**src/rtl/exce_capture_pkg.sv**
```systemverilog
// Shared definitions for the trap-cause capture stage: RISC-V exception
// cause codes, the capture FSM states and the priority-ordered flag vector.
package exce_capture_pkg;

   // RISC-V synchronous exception codes (mcause with interrupt bit clear)
   typedef enum logic [3:0] {
      EXC_IAM = 4'd0,
      EXC_IAF = 4'd1,
      EXC_LAM = 4'd4,
      EXC_LAF = 4'd5,
      EXC_SAM = 4'd6,
      EXC_SAF = 4'd7,
      EXC_IPF = 4'd12,
      EXC_LPF = 4'd13,
      EXC_SPF = 4'd15
   } exc_code_e;

   // Capture FSM: IDLE waits for a flag, HOLD keeps code/mtval until acknowledged
   typedef enum logic {
      ST_IDLE = 1'b0,
      ST_HOLD = 1'b1
   } state_e;

   // Exception flags laid out in priority order, highest priority in the MSB
   typedef struct packed {
      logic ipf;   // instruction page fault
      logic iaf;   // instruction access fault
      logic iam;   // instruction address misaligned
      logic sam;   // store address misaligned
      logic lam;   // load address misaligned
      logic spf;   // store page fault
      logic lpf;   // load page fault
      logic saf;   // store access fault
      logic laf;   // load access fault
   } exc_flags_t;

endpackage

```
**src/rtl/exce_prio_enc.sv**
```systemverilog
// Combinational priority encoder: nine exception flags -> {hit, cause code}.
// Kept standalone so the interrupt path can reuse it.
module exce_prio_enc
   import exce_capture_pkg::*;
(
   input  exc_flags_t flags,
   output logic       hit,
   output exc_code_e  code
);

   // Pick the highest-priority asserted flag; code is a don't-care when hit=0
   always_comb begin
      // NOTE: every output of a combinational block gets a default first so no path leaves it unassigned (which would infer a latch).
      hit  = |flags;
      code = EXC_IAM;
      if      (flags.ipf) code = EXC_IPF;
      else if (flags.iaf) code = EXC_IAF;
      else if (flags.iam) code = EXC_IAM;
      else if (flags.sam) code = EXC_SAM;
      else if (flags.lam) code = EXC_LAM;
      else if (flags.spf) code = EXC_SPF;
      else if (flags.lpf) code = EXC_LPF;
      else if (flags.saf) code = EXC_SAF;
      else if (flags.laf) code = EXC_LAF;
   end

endmodule

```
**src/rtl/exce_capture.sv**
```systemverilog
// Trap-cause capture stage. Priority-encodes the BIU exception flags into an
// mcause code, latches the faulting address as mtval and holds both until the
// trap-entry logic acknowledges them. A flush discards the held exception.
// Optional build macro EXCE_CNT_EN adds a saturating captured-exception counter.
module exce_capture
   import exce_capture_pkg::*;
#(
   parameter int AW = 32
`ifdef EXCE_CNT_EN
   ,
   parameter int CNT_W = 16
`endif
)(
   input  logic          clk,
   input  logic          rst,
   input  logic          ins_addr_mis,
   input  logic          ins_acc_fault,
   input  logic          load_addr_mis,
   input  logic          load_acc_fault,
   input  logic          st_addr_mis,
   input  logic          st_acc_fault,
   input  logic          ins_page_fault,
   input  logic          ld_page_fault,
   input  logic          st_page_fault,
   input  logic [AW-1:0] fault_addr,
   input  logic          exc_ack,
   input  logic          exc_flush,
   output logic          exc_valid,
   output logic [3:0]    mcause_code,
   output logic [AW-1:0] mtval,
   output logic          exc_lost
`ifdef EXCE_CNT_EN
   ,
   output logic [CNT_W-1:0] exce_cnt
`endif
);

   exc_flags_t    flags;
   logic          any_exc;
   exc_code_e     win_code;
   logic          capture;

   state_e        state_q, state_d;
   exc_code_e     code_q;
   logic [AW-1:0] mtval_q;
   logic          lost_q, lost_d;

   assign flags = {ins_page_fault, ins_acc_fault, ins_addr_mis, st_addr_mis,
                   load_addr_mis, st_page_fault, ld_page_fault, st_acc_fault,
                   load_acc_fault};

   exce_prio_enc u_prio_enc (
      .flags (flags),
      .hit   (any_exc),
      .code  (win_code)
   );

   // A new exception is taken when idle, or back-to-back when the held one is acknowledged
   assign capture = any_exc && !exc_flush && ((state_q == ST_IDLE) || exc_ack);

   // State register
   always_ff @(posedge clk) begin
      // NOTE: sequential state uses non-blocking assignments so every register samples pre-edge values.
      if (!rst) begin
         state_q <= ST_IDLE;
         lost_q  <= 1'b0;
      end else begin
         state_q <= state_d;
         lost_q  <= lost_d;
      end
   end

   // Next-state and sticky lost flag; flush overrides acknowledge and flags
   always_comb begin
      state_d = state_q;
      lost_d  = lost_q;
      if (exc_flush) begin
         state_d = ST_IDLE;
         lost_d  = 1'b0;
      end else begin
         unique case (state_q)
            ST_IDLE: begin
               if (any_exc) state_d = ST_HOLD;
               lost_d = 1'b0;
            end
            ST_HOLD: begin
               if (exc_ack) begin
                  lost_d = 1'b0;
                  if (!any_exc) state_d = ST_IDLE;
               end else if (any_exc) begin
                  lost_d = 1'b1;
               end
            end
            default: state_d = ST_IDLE;
         endcase
      end
   end

   // Captured cause code and fault address, frozen outside a capture
   always_ff @(posedge clk) begin
      // NOTE: these data registers are reset because the cleared code/mtval are visible after reset, not just don't-care.
      if (!rst) begin
         code_q  <= EXC_IAM;
         mtval_q <= '0;
      end else if (capture) begin
         code_q  <= win_code;
         mtval_q <= fault_addr;
      end
   end

   // Outputs are straight decodes of the registered state
   always_comb begin
      exc_valid   = (state_q == ST_HOLD);
      mcause_code = code_q;
      mtval       = mtval_q;
      exc_lost    = lost_q;
   end

`ifdef EXCE_CNT_EN
   logic [CNT_W-1:0] cnt_q;

   // Saturating count of captures; survives flushes, cleared only by reset
   always_ff @(posedge clk) begin
      if (!rst) begin
         cnt_q <= '0;
      end else if (capture && (cnt_q != {CNT_W{1'b1}})) begin
         cnt_q <= cnt_q + 1'b1;
      end
   end

   assign exce_cnt = cnt_q;
`else
   // Counter not built: capture only steers the code/mtval registers.
`endif

endmodule

```
**config.mk**
```make
export PLATFORM = sky130hd
export DESIGN_NAME = exce_capture
export DESIGN_NICKNAME = d
export VERILOG_FILES = /design/src/rtl/exce_capture_pkg.sv /design/src/rtl/exce_prio_enc.sv /design/src/rtl/exce_capture.sv
export SDC_FILE = /design/constraint.sdc
export NUM_CORES = 1
export LEC_CHECK = 0
export CAP_MARGIN = 30
export CORE_UTILIZATION = 34
export DETAILED_ROUTE_END_ITERATION = 8
export PLACE_DENSITY = 0.76
export SKIP_CTS_REPAIR_TIMING = 1
export SYNTH_ARGS = -nofsm -noshare
export SYNTH_HDL_FRONTEND = slang
export SYNTH_SLANG_ARGS = --single-unit
```
**constraint.sdc**
```tcl
create_clock -name clk -period 1.72 [get_ports clk]
set_clock_uncertainty 0.15 [all_clocks]
set_input_delay 0.172 -clock clk [delete_from_list [all_inputs] [get_ports clk]]
set_output_delay 0.172 -clock clk [all_outputs]
set_load 0.02 [all_outputs]
```
==> metrics.md, run 1 <==
| Metric | Value |
|---|---|
| Clock sink total | `38` |
| GRT Total Usage | `17.38%` |
| Post-route ant nets | `0` |
| WP data required | `1790 ps` |
| Peak supply drop | `0.4437 mV` |
| Final period utilization | `95.47%` |
| Fraction of layout cells with a size suffix above 1 | `18.47%` |
| Post-route minimum period | `roughly 1600 ps` |
| Worst-path fanout max | `5` |
| Setup TNS | `0 ps` |
| Core Region | `4058 µm²` |
| Count of final hold-check violations | `0` |
| # diodes | `0` |
| DRC violations left | `0` |
| Yosys warns | `0` |
| Max Clk Rate | `609.0 MHz` |
| Routed len/inst | `13.27 µm` |
| Leak pwr | `1.115 nW` |
| Nets@finish | `331` |
| Synth-to-layout area growth | `88.38%` |
| Netlist cell types | `25` |
| Vias in the first global route | `1,364` |
| Die Y | `around 67 µm` |
| Unrepaired setup endpoints after global routing | `no` |
| Top cells by area, synth | `dfxtp_1 (52%), nand2_1 (17%), a21oi_1 (12%), buf_6 (2.3%), clkbuf_1 (1.8%)` |
| WHS | `227.6 ps` |
| Setup CP Type | `input pin to flop` |
| Post-Synthesis Cells | `180` |
| Critical Path AT | `1710 ps` |
| Synth Cell Area | `1454 µm²` |
| First drt pass iteration count | `4` |
| Clock transition at path regs | `around 70 ps` |
| GRT Residual Overflow | `0` |
| Htree depth | `2` |
| Global-route wire length before repair | `5947 µm` |
| Pin count of the biggest net entering global routing | `36` |
| GR peak layer | `met2` |
| Total length of routed wires | `between 4000 and 5000 µm` |
| Worst min path class | `input pin to flop` |
| Met2 Use GR | `27.88%` |
| Starting DRT DRC Count | `86` |
| # rows | `23` |
| I/O pin cnt | `83` |
| Sequential fraction of the synthesis area | `52.32%` |
| Layout Utilization | `between 60% and 70%` |
| CTS buffer count | `5` |
| Rel. slew slack | `between 70% and 80%` |
| Syn Area/Cell | `~8 µm²` |
| Multi-input gate area | `~690 µm²` |
| Met3 Resource Use GR | `5.912%` |
| Antenna violations before repair | `0` |
| Total of max-cap violations | `0` |
| Post-detail-place hpwl | `2815 µm` |
| Root buffer cell | `clkbuf_8` |
| Max Slew Vio Count | `0` |
| Final setup fails | `0` |
| Critical Path Start Type | `input pin` |
| DR vias | `between 1,500 and 2,000` |
| Worst-margin pin slew | `305.2 ps` |
| Met1 Resource Use GR | `21.43%` |
| Die width | `67.39 µm` |
| Area leader, netlist | `dfxtp_1` |
| Final GP Congestion | `0.8542` |
| FF+latch count, synth | `38` |
| Power Dens Cells | `753.7 nW/µm²` |
| Worst skew pair latency | `280 ps` |
| Area of the die | `4541 µm²` |
| IO Port Bufs | `82` |
| Filler cells | `338` |
| Vias/cell | `4.822` |
| Status | `complete, no violations` |
| Initial Util | `35.83%` |
| CP Capture Type | `flop` |
| Post-Syn Nets | `roughly 230` |
| Clk buf depth | `2` |
| CTS tree | `yes` |
| Yosys top cell area share | `52.32%` |
| Register area | `760.7 µm²` |
-- per-layer routing --
metal  wire length (µm)  vias to the layer above
met5                  0                        -
met4                 47                        0
met3                391                        7
met2               1998                       60
met1               2036                      735
li1                   -                      823
-- flip-flops by register name, indices dropped and copies added, names as in the netlist --
signal	flops
exc_lost	1
exc_valid	1
mcause_code	4
mtval	32
-- through the flow --
stage	setup WS (ps)	cell area, µm²	power, mW	cells
after floorplan	10.77	1458	1.154	180
after global placement	-385.4	2481	1.418	323
after detailed placement	-429.2	2481	1.419	323
after CTS	-132.3	2572	2.035	331
after global routing	40.12	2739	2.164	337
final	77.99	2739	2.064	337
-- path summary, 6_finish.rpt --
path / from / endpoint / slack (ps) / cells past startpoint
hold / removal: ins_acc_fault / mcause_code[1] / 230 / 5
setup / recovery: st_addr_mis / mtval[17] / 80 / 7
hold reg to reg: mtval[4] / mtval[4] / 300 / 2
setup reg to reg: exc_valid / mtval[13] / 240 / 5
-- kinds of logic after synthesis --
group | synth area share [%]
flops | 52.32
simple gates | 24.78
buf+inv | 5.163
compound gates | 17.73
-- where the power goes --
group          leakage [nW]  internal (mW)  switching (mW)  total [mW]
sequential            0.313          0.930          0.0263       0.956
clock                0.0482          0.323           0.293       0.616
combinational         0.754          0.272           0.221       0.492
-- synth_stat cells --
cell,number
o21ai_0,1
nand2b_1,1
inv_1,3
nand4_1,1
nor3b_1,1
nor4_1,4
a311oi_1,1
nand2_1,66
dfxtp_1,38
nand3_1,1
or4_4,1
inv_2,1
nor2b_1,1
a211o_1,1
o311a_1,1
buf_6,3
nor2_1,4
a21oi_1,35
clkbuf_1,7
o41ai_1,1
o311ai_4,1
a22oi_1,1
o211ai_1,1
or4_1,2
nor3_1,3
-- critical path: stages --
cell and delay, ps:
dlymetal6s2s_1 140, or4_4 560, o311ai_4 320, buf_6 180, clkbuf_16 140, nand2_2 60, a21oi_2 130
-- cell type report --
class	instances	share of cell area, %
clock buffers	7	3.152
multi-input cells	128	25.22
inverters	4	0.5482
repair buffers	109	40.84
well taps	50	2.284
flip-flops and latches	38	27.78
clock inverters	1	0.1827
-- layout by cell type (no fill, tap or decap), types with 4 or more instances in the layout --
cell type,count
clkdlybuf4s50_1,74
nand2_1,65
dfxtp_1,38
a21oi_1,22
buf_4,19
a21oi_2,13
dlymetal6s2s_1,8
clkbuf_8,6
nor4_1,4
nor2_1,4
buf_6,4
(Power assumes the default switching activity.)
==> run 2: changes to the inputs <==
==> constraint.sdc (replaced) <==
create_clock -name clk -period 1.72 [get_ports clk]
set_clock_uncertainty 0.15 [all_clocks]
set_input_delay 0.258 -clock clk [delete_from_list [all_inputs] [get_ports clk]]
set_output_delay 0.258 -clock clk [all_outputs]
set_load 0.02 [all_outputs]
==> run 2 against run 1 <==
  * Fmax is 4.3% lower
  * Non-clock buffer count is 1 higher
  * Clock-buffer cell count up 1
  * Global-route usage rose by 1.9 points
  * Critical path depth unchanged
  * Critical path type unchanged
  * Register-to-register slack got worse by 50 ps
  * Sequential power about the same
  * Power rose by 4.2%
  * Combinational power about the same
  * Sequential cell count unchanged
==> metrics.md, run 2 (synthesis results as in run 1) <==
| Metric | Value |
|---|---|
| # diodes | `0 (unchanged)` |
| Critical path's top delay family | `simple AND/OR/NAND/NOR gates` |
| Max Clk Rate | `582.6 MHz (-4.3%)` |
| Critical Path AT | `1780 ps (+70 ps)` |
| Clock sink total | `38 (unchanged)` |
| Setup CP Type | `input pin to flop` |
| CP max-delay cell | `or4_4` |
| Worst min path class | `input pin to flop` |
| DRC violations left | `0 (unchanged)` |
| Peak supply drop | `0.5983 mV (+35%)` |
| Area of the die | `4541 µm² (unchanged)` |
| GRT Total Usage | `19.23% (+1.9 points)` |
| Max FFs per register | `32 (unchanged)` |
| Crit. path cell count | `7 (unchanged)` |
| Leak pwr | `1.132 nW (+1.5%)` |
| Power Dens Cells | `782.4 nW/µm² (+3.8%)` |
| GR peak layer | `met2` |
| IO Port Bufs | `82 (unchanged)` |
| Worst-path fanout max | `9 (+4)` |
| Pin count of the biggest net entering global routing | `36 (unchanged)` |
| Routed len/inst | `13.64 µm (+2.7%)` |
| CTS tree | `yes` |
| Count of final hold-check violations | `0 (unchanged)` |
| Final period utilization | `99.79% (+4.3 points)` |
| Die Y | `67.39 µm (unchanged)` |
| WP data required | `1780 ps (about the same)` |
| Post-route ant nets | `0 (unchanged)` |
| Rel. slew slack | `76.12% (-3.5 points)` |
| Final setup fails | `0 (unchanged)` |
| Vias/cell | `4.834 (+0.26%)` |
| Nets@finish | `332 (+0.30%)` |
| Multi-input gate area | `671.9 µm² (-2.7%)` |
| Antenna violations before repair | `0 (unchanged)` |
| Met3 Resource Use GR | `7.264% (+1.4 points)` |
| Fraction of layout cells with a size suffix above 1 | `17.36% (-1.1 points)` |
| Max Slew Vio Count | `0 (unchanged)` |
| Critical Path Start Type | `input pin` |
| Worst skew pair latency | `280 ps (about the same)` |
| Starting DRT DRC Count | `76 (-12%)` |
| Commonest non-fill, non-tap cell in the layout | `clkdlybuf4s50_1` |
| # rows | `23 (unchanged)` |
| Commonest cells after routing, fill and taps aside | `clkdlybuf4s50_1 (74), nand2_1 (64), dfxtp_1 (38)` |
| Clk buf depth | `2 (unchanged)` |
| Register area | `760.7 µm² (unchanged)` |
| Unrepaired setup endpoints after global routing | `yes` |
| Critical Path, Cell by Cell | `dlymetal6s2s_1, or4_4, o311ai_4, buf_6, buf_12, nand2_1, a21oi_1` |
| I/O pin cnt | `83 (unchanged)` |
| Total of max-cap violations | `0 (unchanged)` |
| Filler cells | `358 (+5.9%)` |
| Buf/Inv on CP | `3 (unchanged)` |
| Initial Util | `35.83% (unchanged)` |
| WHS Path Cells | `5 (unchanged)` |
| Vias in the first global route | `1,503 (+10%)` |
| CTS buffer count | `5 (unchanged)` |
| Status | `complete, no violations` |
| Clock transition at path regs | `70 ps (about the same)` |
| First drt pass iteration count | `4 (unchanged)` |
| Cells after DPL | `324 (+0.31%)` |
| Final GP Congestion | `0.8727 (+2.2%)` |
| Met1 Resource Use GR | `20.41% (-1.0 points)` |
| Post-detail-place hpwl | `3100 µm (+10%)` |
| Die width | `67.39 µm (unchanged)` |
| Post-route minimum period | `1716 ps (+74.44 ps)` |
| Total power | `2.152 mW (+4.2%)` |
| Met2 Use GR | `34.63% (+6.8 points)` |
| Root buffer cell | `clkbuf_8` |
| Core Region | `4058 µm² (unchanged)` |
| Worst-margin pin slew | `358.2 ps (+52.97 ps)` |
| Global-route wire length before repair | `6458 µm (+8.6%)` |
| Layout Utilization | `67.78% (+0.28 points)` |
| Max incr delay on CP | `560 ps (about the same)` |
| Htree depth | `2 (unchanged)` |
| Synth-to-layout area growth | `89.16%` |
| DR vias | `1,634 (+0.55%)` |
| Total length of routed wires | `4609 µm (+3.0%)` |
| GRT Residual Overflow | `0 (unchanged)` |
| Non-filler cells, final | `338 (+0.30%)` |
| CP Capture Type | `flop` |
| Register-to-Register Path Depth | `5 (unchanged)` |
run 2: changes by cell type in the layout (fill, tap and decap cells not counted), sizes merged:
cell    before  now
clkinv       1    0
buf         25   26
clkbuf       9   10
run 2: layout make-up:
type | count | area share (%)
Multi-Input combinational cell | 128 | 24.43
Sequential cell | 38 | 27.66
Inverter | 4 | 0.5460
Timing Repair Buffer | 110 | 41.08
Tap cell | 50 | 2.275
Clock buffer | 8 | 4.004
run 2: where the power goes:
part	internal (mW)	switching, mW	leakage [nW]
logic	0.273	0.219	0.762
registers	0.930	0.0267	0.313
clock network	0.405	0.298	0.0575
total	1.61	0.544	1.13
run 2: worst min-delay path: stages:
cell,delay [ps]
dlymetal6s2s_1,110
buf_4,130
nor2_1,50
nand4_1,80
a21oi_1,60
run 2: worst paths after layout:
kind / startpoint / endpoint / slack (ps)
worst max-delay path: ins_acc_fault / mtval[15] / 4
worst min-delay path: ins_acc_fault / mcause_code[1] / 300
worst max register to register: exc_valid / mtval[10] / 190
worst min register to register: mtval[3] / mtval[3] / 300
run 2: stage by stage:
| stage | setup WS (ps) | cell area [µm²] | TNS [ps] | hold WS [ps] |
|---|---|---|---|---|
| after floorplan | -72.79 | 1463 | -2099 | 186.5 |
| final | 3.551 | 2750 | 0 | 297.2 |
| after CTS | -260.5 | 2604 | -7319 | 302.9 |
| after global routing | -71.70 | 2750 | -241.0 | 314.4 |
| after global placement | -487.9 | 2494 | -17230 | 287.3 |
| after detailed placement | -558.1 | 2494 | -18600 | 293.1 |
run 2: metal layers:
metal	vias up	wire length (µm)
met5	-	0
met1	755	1908
met4	0	38
met3	4	341
met2	53	2320
li1	822	-
